==> config.mk <==
export PLATFORM = sky130hd
export DESIGN_NAME = alu_arbiter
export DESIGN_NICKNAME = d
export VERILOG_FILES = /design/src/rtl/alu_arbiter_pkg.sv /design/src/rtl/alu_arbiter_rr_arb2.sv /design/src/rtl/alu_arbiter.sv
export SDC_FILE = /design/constraint.sdc
export NUM_CORES = 1
export LEC_CHECK = 0
export CAP_MARGIN = 40
export CELL_PAD_IN_SITES_DETAIL_PLACEMENT = 0
export CELL_PAD_IN_SITES_GLOBAL_PLACEMENT = 1
export CORE_MARGIN = 2
export CORE_UTILIZATION = 25
export DETAILED_ROUTE_END_ITERATION = 16
export PLACE_DENSITY_LB_ADDON = 0.05
export SYNTH_ARGS = -nofsm -noshare
export SYNTH_HDL_FRONTEND = slang
export SYNTH_SLANG_ARGS = --single-unit
==> constraint.sdc <==
create_clock -name clk -period 4 [get_ports clk]
set_input_delay 1.2 -clock clk [delete_from_list [all_inputs] [get_ports clk]]
set_output_delay 1.2 -clock clk [all_outputs]
set_load 0.05 [all_outputs]
==> src/rtl/alu_arbiter_pkg.sv <==
// Shared definitions for the two-port ALU arbiter: funct codes, FSM encoding
// and the funct legality check used when a result is captured.
package alu_arbiter_pkg;

    localparam logic [5:0] ALU_AND = 6'b100100;
    localparam logic [5:0] ALU_OR  = 6'b100101;
    localparam logic [5:0] ALU_ADD = 6'b100000;
    localparam logic [5:0] ALU_SUB = 6'b100010;
    localparam logic [5:0] ALU_SLT = 6'b101010;

    typedef enum logic [1:0] {
        S_IDLE  = 2'd0,
        S_ISSUE = 2'd1,
        S_RESP  = 2'd2
    } state_t;

    function automatic logic funct_legal(input logic [5:0] f);
        return (f == ALU_AND) || (f == ALU_OR) || (f == ALU_ADD) ||
               (f == ALU_SUB) || (f == ALU_SLT);
    endfunction

endpackage

==> src/rtl/alu_arbiter_rr_arb2.sv <==
// Two-way round-robin picker: a lone requester always wins, a tie goes to prio.
module rr_arb2 (
    input  logic [1:0] req,
    input  logic       prio,
    output logic       win,
    output logic       any
);

    assign any = |req;
    assign win = (req == 2'b11) ? prio : req[1];

endmodule

==> src/rtl/alu_arbiter.sv <==
// Shares one external combinational ALU between two requesters, one op at a time,
// with registered operands and a result held until the granted port accepts it.
module alu_arbiter
    import alu_arbiter_pkg::*;
#(
    parameter int W = 32
) (
    input  logic         clk,
    input  logic         reset,
    input  logic [1:0]   req_valid,
    output logic [1:0]   req_ready,
    input  logic [5:0]   req_funct0,
    input  logic [5:0]   req_funct1,
    input  logic [W-1:0] req_a0,
    input  logic [W-1:0] req_b0,
    input  logic [W-1:0] req_a1,
    input  logic [W-1:0] req_b1,
    output logic [1:0]   resp_valid,
    input  logic [1:0]   resp_ready,
    output logic [W-1:0] resp_data,
    output logic         resp_err,
    output logic [W-1:0] alu_dataA,
    output logic [W-1:0] alu_dataB,
    output logic [5:0]   alu_signal,
    input  logic [W-1:0] alu_dataOut,
    output logic [1:0]   dbg_state
);

    // Handshakes: a transfer happens on a rising edge where valid and ready are
    // both high; valid never waits on ready, and request payload must hold while
    // valid is high and ready is low.

    state_t         state;
    logic           prio;
    logic           gnt;
    logic [5:0]     op_funct;
    logic [W-1:0]   op_a;
    logic [W-1:0]   op_b;
    logic           win;
    logic           any;

    rr_arb2 u_rr (
        .req  (req_valid),
        .prio (prio),
        .win  (win),
        .any  (any)
    );

    always_comb begin
        req_ready = 2'b00;
        if (state == S_IDLE && any)
            req_ready[win] = 1'b1;
    end

    assign alu_dataA  = op_a;
    assign alu_dataB  = op_b;
    assign alu_signal = op_funct;
    assign dbg_state  = state;

    always_ff @(posedge clk or posedge reset) begin
        if (reset) begin
            state      <= S_IDLE;
            prio       <= 1'b0;
            gnt        <= 1'b0;
            op_funct   <= 6'd0;
            op_a       <= '0;
            op_b       <= '0;
            resp_data  <= '0;
            resp_err   <= 1'b0;
            resp_valid <= 2'b00;
        end else begin
            case (state)
                S_IDLE: begin
                    // any implies req_valid[win], so the winner is always accepted.
                    if (any) begin
                        gnt      <= win;
                        op_funct <= win ? req_funct1 : req_funct0;
                        op_a     <= win ? req_a1 : req_a0;
                        op_b     <= win ? req_b1 : req_b0;
                        state    <= S_ISSUE;
                    end
                end
                S_ISSUE: begin
                    resp_data  <= alu_dataOut;
                    resp_err   <= ~funct_legal(op_funct);
                    resp_valid <= gnt ? 2'b10 : 2'b01;
                    state      <= S_RESP;
                end
                S_RESP: begin
                    if (resp_ready[gnt]) begin
                        resp_valid <= 2'b00;
                        prio       <= ~gnt;
                        state      <= S_IDLE;
                    end
                end
                default: state <= S_IDLE;
            endcase
        end
    end

endmodule

==> results.sh <==
export IMPL_post_synth_edffs=0
export IMPL_worst_slew_margin_pct=43.61
export IMPL_yosysTopAreaCellShare_pct=57.07
export IMPL_setup_violations=0
export IMPL_drcViolationCount=0
export IMPL_fin_worst_skew_ps=5.895
export IMPL_dp_hpwl_mm=11.43
export IMPL_gr_total_overflow=0
export IMPL_clk_transition_reported_paths_ps=70
export IMPL_floorplan_die_area_sq_um=20240
export IMPL_finalWirelength_mm=16.90
export IMPL_syn_avg_cell_area_sq_um=11.46
export IMPL_holdBufCountCts=0
export IMPL_synth_xor_xnor_area_share_pct=0
export IMPL_min_delay_path_class="flop to flop"
export IMPL_timing_critical_path_slowest_stage_cell="clkdlybuf4s50_1"
export IMPL_simple_gate_fraction_of_synth_area_pct=9.921
export IMPL_number_of_nets_in_the_final_layout=860
export IMPL_io_pin_count=287
export IMPL_setup_worst_path_start_class="input pin"
export IMPL_synth_top_cell_by_area="dfrtp_1"
export IMPL_synthToLayoutAreaGrowth_pct=70.08
export IMPL_ys_seq_area_share_pct=57.07
export IMPL_final_max_slew_violation_count=0
export IMPL_dominant_combinational_cell_family_by_area_after_synthesis="compound AO/OA/AOI/OAI gates"
export IMPL_die_w_um=142.3
export IMPL_synthesis_area_sq_um=4780
export IMPL_post_cts_setup_buffer_count=0
export IMPL_vias_per_cell=4.713
export IMPL_layout_drive_gt1_share_pct=4.367
export IMPL_commonest_cells_post_synth="dfrtp_1, nand2_1, a221o_1, o21a_1, buf_2"
export IMPL_vias=4341
export IMPL_inserted_clock_buffers=9
export IMPL_delay_of_the_slowest_critical_path_stage_ps=540
export IMPL_worst_endpoint_arrival_ps=2200
export IMPL_synthesis_yosys_warnings=0
export IMPL_avgRoutedWirePerCell_um=18.35
export IMPL_synthAdderAreaFrac_pct=0
export IMPL_syn_inst=417
export IMPL_postSynthNetCount=595
export IMPL_status="finished clean"
export IMPL_final_period_utilization_pct=85.04
export IMPL_drv_max_cap_violation_count=0
export IMPL_leakagePower_nw=3.409
export IMPL_antenna_cells_inserted=0
export IMPL_synth_most_common_cell="dfrtp_1"
export IMPL_tritoncts="done"
export IMPL_timing_hold_violations_final=0
export IMPL_floorplan_core_area_sq_um=18710
export IMPL_cts_root_to_sink_buffers=2
export IMPL_placement_cell_area_sq_um=7802
export IMPL_io_buffers=286
export IMPL_p_per_area_nw_per_um2=944.4
export IMPL_post_route_min_period_ps=3402
export IMPL_synth_main_ff_cell="dfrtp_1"
export IMPL_grt_setup_unrepaired="no"
export IMPL_totalNegativeSetupSlack_ps=0
export IMPL_cp_end_kind="output port"
export IMPL_critical_path_data_required_time_ps=2800
export IMPL_fin_util_pct=43.46
export IMPL_first_iter_violations=127
export IMPL_final_cell_area_sq_um=8129
export IMPL_root_buffer="clkbuf_16"
export IMPL_number_of_nets_with_antenna_violations_after_routing=0
export IMPL_setup_worst_path_class="input pin to output port"
export IMPL_synth_top_cells_by_area="dfrtp_1, a221o_1, o21a_1, nand2_1, buf_2"
export IMPL_track_usage_pct=16.60
export IMPL_cts_htree_levels=3
export IMPL_place_congestion=0.7502
export IMPL_grt_antenna_before_repair=0
export IMPL_clock_fmax_mhz=294.0
export IMPL_postSynth_asyncResetShare_pct=100.0
export IMPL_synth_compound_gate_area_share_pct=27.07
export IMPL_drt_pass1_iterations=4
export IMPL_first_pass_grt_wire_length_mm=26.08
export IMPL_critical_path_max_fanout=3
export IMPL_ys_ff_latch=109
export IMPL_clk_insertion_delay_late_ps=350
export IMPL_crit_path_cell_trace="clkdlybuf4s50_1 > nand2_1 > and3_2 > buf_12"
export IMPL_largest_net_degree_at_the_start_of_global_routing=110
export IMPL_floorplan_die_height_um=142.3
export IMPL_cts_resized=0
export IMPL_synth_mux_area_fraction_pct=0.2094
export IMPL_initial_utilization_pct=25.55
export IMPL_numClockSinks=109
export IMPL_ys_types=25
export IMPL_fp_row_count=50
export IMPL_peakVddDrop_mv=0.3368
export IMPL_grt_pass1_vias=4642
export IMPL_tightest_slew_ps=845.8
==> layer usage <==
| layer | up-vias | share of wire (%) | GRT usage, % |
|---|---|---|---|
| li1 | 2064 | - | - |
| met1 | 2080 | 40 | 19.11 |
| met2 | 175 | 48 | 27.82 |
| met3 | 22 | 9.6 | 6.898 |
| met4 | 0 | 1.9 | 5.789 |
| met5 | - | 0 | 0 |
==> worst paths after layout <==
| check | start | endpoint | cells after the start | slack, ps |
|---|---|---|---|---|
| max | req_valid[1] | req_ready[0] | 4 | 600 |
| min | resp_data[2]$_DFFE_PP0P_ | resp_data[2]$_DFFE_PP0P_ | 2 | 480 |
| max reg2reg | dbg_state[0]$_DFFE_PP0P_ | alu_dataB[7]$_DFFE_PP0N_ | 4 | 1860 |
| min reg2reg | resp_data[2]$_DFFE_PP0P_ | resp_data[2]$_DFFE_PP0P_ | 2 | 480 |
| max in group asynchronous | reset | alu_dataB[13]$_DFFE_PP0N_ | 3 | 2160 |
| min in group asynchronous | reset | resp_data[1]$_DFFE_PP0P_ | 3 | 1380 |
==> final cells by class <==
class                           count  area, sq um
Clock buffer                       11        242.7
Clock inverter                      5        83.83
Fill cell                        1765        10580
Inverter                            2        11.26
Multi-Input combinational cell    267         1790
Sequential cell                   109         2728
Tap cell                          234        292.8
Timing Repair Buffer              293         2980
==> sequential cells by signal, summed over array words and instances, names as in the netlist <==
register,cells
alu_dataA,32
alu_dataB,32
alu_signal,6
dbg_state,2
gnt,1
prio,1
resp_data,32
resp_err,1
resp_valid,2
==> power breakdown <==
part,switching [W],internal [W]
Combinational,0.00297,0.00175
Clock,0.000426,0.000568
Sequential,0.000324,0.00164
==> cell families after synthesis <==
group	Yosys count
simple gates	116
mux	1
flops	109
buf+inv	41
compound gates	150
==> worst max-delay path: cells and delay by family <==
family                 cells  cell delay (ps)
buffers and inverters      2              690
and+or+nand+nor            2              300
==> cell usage in the layout, fill, tap and decap left out, drive strengths merged, types with 2 or more instances in the layout <==
master and count:
nand2b 2, dfrtp 109, nand3b 2, o21a 70
nor2 3, buf 9, clkbuf 11, clkinvlp 3
a21oi 4, clkdlybuf4s50 284, nand2 100, nor2b 4
and3 2, bufinv 2, a221o 70
==> per-stage QoR <==
step	hold WS, ps	setup WS (ps)	cells	total power, W
floorplan	491.4	885.0	417	0.005197
global placement	456.2	589.1	904	0.006680
detailed placement	461.7	603.3	905	0.006753
CTS	481.1	592.5	921	0.007788
global route	495.9	550.9	921	0.008113
finish	475.1	598.4	921	0.007677
(Power assumes the default switching activity.)
